--- src/rtl/row_stream_pkg.sv ---
// Shared types and helpers for the row serializer / accumulator pair.
// Optional ROW_SERIALIZER_TLAST_EN is handled in the serializer itself.
package row_stream_pkg;

  typedef enum logic {
    IDLE,
    SENDING
  } ser_state_t;

  function automatic int calc_num_transfers(
    input int req_bits,
    input int bus_width
  );
    return (req_bits + bus_width - 1) / bus_width;
  endfunction

endpackage

--- src/rtl/row_serializer.sv ---
// Wide-row to bus-beat serializer, MSB-first, zero-padded final beat.
// Define ROW_SERIALIZER_TLAST_EN to add the m_axis_tlast port.
module row_serializer
  import row_stream_pkg::*;
#(
  parameter int KERNEL_SIZE = 3,
  parameter int DATA_WIDTH  = 8,
  parameter int BUS_WIDTH   = 32
) (
  input  logic                              clk,
  input  logic                              rst,
  input  logic                              enable,
  input  logic [DATA_WIDTH*KERNEL_SIZE-1:0] s_axis_tdata,
  input  logic                              s_axis_tvalid,
  output logic                              s_axis_tready,
  output logic [BUS_WIDTH-1:0]              m_axis_tdata,
  output logic                              m_axis_tvalid,
`ifdef ROW_SERIALIZER_TLAST_EN
  output logic                              m_axis_tlast,
`endif
  input  logic                              m_axis_tready
);

  localparam int REQ_BITS = DATA_WIDTH * KERNEL_SIZE;
  localparam int NUM_XFER =
    calc_num_transfers(REQ_BITS, BUS_WIDTH);
  localparam int PAD_SIZE = NUM_XFER * BUS_WIDTH;
  localparam int CNT_W    = $clog2(NUM_XFER) + 1;

  ser_state_t           state;
  logic [CNT_W-1:0]     beat_cnt;
  logic [PAD_SIZE-1:0]  shift_buf;
  logic [PAD_SIZE-1:0]  load_row;
  logic                 clear;
  logic                 last;

  assign clear = rst || !enable;
  assign last  = (beat_cnt == CNT_W'(NUM_XFER - 1));

  // Row sits in the MSBs; padding fills the tail of the last beat.
  assign load_row =
    PAD_SIZE'(s_axis_tdata) << (PAD_SIZE - REQ_BITS);

  assign m_axis_tdata = shift_buf[PAD_SIZE-1 -: BUS_WIDTH];

  // Combinational from m_axis_tready so rows chain without a bubble.
  always_comb begin
    s_axis_tready = 1'b0;
    if (!clear) begin
      if (state == IDLE)
        s_axis_tready = 1'b1;
      else
        s_axis_tready = last && m_axis_tready;
    end
  end

`ifdef ROW_SERIALIZER_TLAST_EN
  assign m_axis_tlast = (state == SENDING) && last;
`endif

  always_ff @(posedge clk) begin
    if (clear) begin
      state         <= IDLE;
      beat_cnt      <= '0;
      shift_buf     <= '0;
      m_axis_tvalid <= 1'b0;
    end else begin
      case (state)
        IDLE: begin
          if (s_axis_tvalid) begin
            shift_buf     <= load_row;
            m_axis_tvalid <= 1'b1;
            beat_cnt      <= '0;
            state         <= SENDING;
          end
        end
        SENDING: begin
          if (m_axis_tvalid && m_axis_tready) begin
            if (!last) begin
              shift_buf <= shift_buf << BUS_WIDTH;
              beat_cnt  <= beat_cnt + CNT_W'(1);
            end else if (s_axis_tvalid) begin
              shift_buf <= load_row;
              beat_cnt  <= '0;
            end else begin
              m_axis_tvalid <= 1'b0;
              state         <= IDLE;
            end
          end
        end
      endcase
    end
  end

endmodule

--- config.mk ---
export PLATFORM = sky130hd
export DESIGN_NAME = row_serializer
export DESIGN_NICKNAME = d
export VERILOG_FILES = /design/src/rtl/row_stream_pkg.sv /design/src/rtl/row_serializer.sv
export SDC_FILE = /design/constraint.sdc
export NUM_CORES = 1
export LEC_CHECK = 0
export CORE_MARGIN = 4
export CORE_UTILIZATION = 43
export CTS_CLUSTER_DIAMETER = 40
export DETAILED_ROUTE_END_ITERATION = 7
export PLACE_DENSITY = 0.85
export REMOVE_ABC_BUFFERS = 1
export SETUP_SLACK_MARGIN = 0.15
export SYNTH_ARGS = -nofsm -noshare
export SYNTH_HDL_FRONTEND = slang
export SYNTH_SLANG_ARGS = --single-unit
--- constraint.sdc ---
create_clock -name clk -period 1.75 [get_ports clk]
set_input_delay 0.4375 -clock clk [delete_from_list [all_inputs] [get_ports clk]]
set_output_delay 0.4375 -clock clk [all_outputs]
set_load 0.02 [all_outputs]
* Word-level counts from Yosys, hierarchy flattened
Index checks and enable logic that the tools add are counted.
** Storage, ports and cells
- Register bits after elaboration :: 35
- Input bits :: 29
- Word-level logic and storage cells :: 36
** Cells by class
- $add $sub $neg :: 1
- Equality and inequality tests :: 4
- Mux-type cells :: 19
- Bitwise logic cells :: 2
- Reductions and logical operators :: 6
** Operators by type and width (count)
- 32-bit two-way mux :: 3
- 32-bit case mux with 2 select lines :: 1
- 1-bit two-way mux :: 12
- 2-bit inequality test, second input constant :: 3
- 1-bit case mux with 2 select lines :: 3
- 4-bit AND reduction :: 1
- 1-bit logical AND :: 2
- 2-bit by 1-bit inequality test with 1-bit output, second input constant :: 1
- 1-bit NOT :: 2
- 2-bit AND reduction :: 1
- 1-bit adder, second input constant :: 1
- 1-bit logical NOT :: 1
- 1-bit logical OR :: 1

* Depth between registers and ports, before layout
- Depth in word-level cells :: 4
- Gate-level depth with buffers :: 5

* Worst setup path before layout
Ideal clock, no wire load.
- Path type :: input port to output port
- Start :: input enable
- End :: output s_axis_tready
- Arrival time :: 1.050 ns
- Required time :: 1.312 ns
- Setup slack :: 0.262 ns
- Stages on the path :: 4
- Buffers on the path :: 2
- Cell sequence :: nor2b_4 -> buf_6 -> buf_4 -> o21a_1
** On the way
- Cells in the longest elaborated chain, start to end :: 3
** Ends and longest elaborated chain
- from (decl) :: line row_serializer.sv:12 : input logic enable,
- 1-bit logical NOT :: line row_serializer.sv:37 : assign clear = rst || !enable;
- 1-bit logical OR :: line row_serializer.sv:37
- 1-bit two-way mux :: line row_serializer.sv:49 : if (!clear) begin
- to (decl) :: line row_serializer.sv:15 : output logic s_axis_tready,
Every way passes these cells.

* Final worst setup path
- Start :: register state
- End :: output s_axis_tready
** On the way
- Cells in the longest elaborated chain, start to end :: 2
** Ends and longest elaborated chain
- from (decl) :: line row_serializer.sv:30 : ser_state_t state;
- from (signal assigned) :: line row_serializer.sv:63 : state <= IDLE;
- from (signal assigned) :: line row_serializer.sv:74 : state <= SENDING;
- from (signal assigned) :: line row_serializer.sv:87 : state <= IDLE;
- 1-bit two-way mux :: line row_serializer.sv:50 : if (state == IDLE)
- 1-bit two-way mux :: line row_serializer.sv:49
Every way passes these cells.

==> impl_metrics.csv <==
group,metric,value,unit
critical_path,start_kind,"flop",
route,dr.first_iter.drc_count,49,
clock_network,cts_hold_buf,0,
clock_network,numCtsBuffers,5,
clock_network,cts.clk_slew.worst_paths,100,ps
synth,synth_commonest_cells,"nand2_1 (48), dfxtp_1 (34), mux2i_1 (24)",
final_layout,drive_gt1_share,6.63,%
sta,final.period_utilization,86.4,%
sta,hold_viol,0,
route,drc,0,
synth,synth_area_leader_cell,"dfxtp_1",
route,routed_wl,3060,um
synth,ys_seq_elements,34,
die,die_width,63.9,um
route,first_pass_iters,4,
sta,slew_viol_final,0,
global_routing,grt.total_usage,15.9,%
global_routing,use_met2,26.3,%
power_and_ir_drop,peakVddDrop,446,uV
place,routabilityCongestion,0.661,
sta,max_freq,661,MHz
final_layout,finalInstanceArea,0.00195,mm^2
synth,netlist-cell-type-count,16,
route,dr_total_vias,1109,
final_layout,nNetsFinal,224,
route,drtAntennaViolNets,0,
place,port_buffers,62,
die,rows,20,
clock_network,cts_tree,"done",
clock_network,cts_max_level,2,
synth,synth.top_cell.area_share,50.6,%
final_layout,syn2layout_area_growth,45.1,%
critical_path,critPathTopFamily,"flip-flops",
sta,hold_slack,462,ps
die,die_h,63.9,um
synth,netlist_instances,133,
synth,yosysMostFrequentCell,"nand2_1",
critical_path,cpPeakStageDelay,370,ps
die,io_pins,63,
global_routing,grt_pass1_vias,1115,
final_layout,fin_cells,240,
power_and_ir_drop,p_leak,0.990,nW
place,place_ws,-477,ps
die,core_area,0.00303,mm^2
synth,synth-edff-count,0,
global_routing,grt_max_degree,57,
sta,rsz0062_at_grt,"false",
global_routing,grt_pass1_wl,5050,um
synth,synthTopCellsByArea,"dfxtp_1 (51%), mux2i_1 (18%), nand2_1 (13%), buf_12 (4.5%), and3_1 (3.7%)",
synth,yosys_warnings,0,
global_routing,grt.overflow.total,0,
sta,slew_headroom,67.6,%
global_routing,use_met3,6.33,%
critical_path,cp_slowest_cell,"dfxtp_1",
critical_path,end_kind,"output pin",
synth,syn_area,0.00135,mm^2
synth,syn_avg_cell_area,10.1,um^2
critical_path,path_cells,"inv_1, o21a_1, buf_6",
critical_path,arrival,1080,ps
clock_network,clk_path_buf_depth,2,
place,dp_hpwl,2220,um
synth,yosysSeqAreaShare,50.6,%
sta,period_minus_slack,1510,ps
sta,layout_setup_ws,237,ps
route,avgRoutedWirePerCell,12.7,um
global_routing,grt-busiest-layer,"met2",
sta,clock_skew,5.46,ps
clock_network,cts_sinks,34,
place,placed_cells,232,
sta,worst_pin_slew,485,ps
critical_path,critPathMaxFanout,3,
global_routing,antenna_found_initial,0,
clock_network,clk_latency,330,ps
final_layout,diodes,0,
place,dpl-instance-area,0.00193,mm^2
critical_path,critPathBufInv,2,
synth,synth_flop_cell,"dfxtp_1",
job,drv_cap,0,
die,die-area,0.00409,mm^2
global_routing,grt_use_met1,18.1,%
power_and_ir_drop,p_per_area,744,mW/mm^2
die,start_util,44.4,%
outcome,status,"finished, final reports clean",
sta,finalSetupViolCount,0,
clock_network,cts_root_buffer,"clkbuf_4",
critical_path,crit_type,"flop to output pin",
synth,synthArstFlopShare,0,%
route,routed_via_density,4.62,
critical_path,cp.required,1310,ps
hold_path,hold_class,"flop to flop",
## through the flow
stage,TNS (ps),utilization (%),power (mW)
4_1_cts,0,64.4,1.48
3_3_place_gp,-456,63.8,1.04
3_5_place_dp,-2980,63.8,1.05
5_1_grt,0,64.5,1.52
6_report,0,64.5,1.45
2_1_floorplan,-93.6,-,0.923
## worst min-delay path, delay by kind of cell (launching register included)
family	cells	cell delay [ps]
simple gates	1	50
mux	1	60
flops	1	320
## power breakdown
part           switching, mW  leakage (nW)  total [mW]  internal (mW)
clock                  0.242        0.0353       0.437          0.195
sequential            0.0103         0.276       0.804          0.794
combinational          0.102         0.679       0.212          0.110
## layer usage
| layer | up-vias | part of all wire (%) |
|---|---|---|
| met5 | - | 0 |
| met4 | 0 | 0.36 |
| met3 | 2 | 8.6 |
| met2 | 47 | 48 |
| met1 | 504 | 43 |
| li1 | 556 | - |
## layout make-up
class,count,area [um^2]
multi-input cells,88,553
fillers,276,1080
repair buffers,64,596
inverters,2,7.51
well taps,44,55.1
clock buffers,7,55.1
clock inverters,1,5.00
flip-flops and latches,34,681
## layout by cell type, fill, tap and decap left out, drive strengths merged
cell type      count
a21bo              1
a21oi              2
a311oi             1
and3               8
buf                3
clkbuf             7
clkdlybuf4s50     25
clkinv             1
dfxtp             34
dlygate4sd2       35
dlymetal6s2s       1
inv                2
mux2i             24
nand2             49
nand2b             1
nor2b              1
o21a               1
## final timing paths
kind | endpoint | start | cells past startpoint | slack, ps
max | s_axis_tready | state | 3 | 240
min | flop | flop | 2 | 460
min reg2reg | flop | flop | 2 | 460
max reg2reg | flop | state | 3 | 550
## kinds of logic (layout without fill, tap and decap cells)
kind of cell           Yosys count  in the layout  synth area share, %
and+or+nand+nor                 59             59                 20.1
muxes                           24             24                 17.9
buffers and inverters           11             74                 8.28
AOI/OAI and AO/OA                5              5                 3.16
DFF                             34             34                 50.6
## what timing repair did
item	CTS	global route
setup buffers	0	0
setup endpoints to repair	34	1
pin swaps	0	1
resized for setup	41	1
Power figures use the tool's default switching activity.
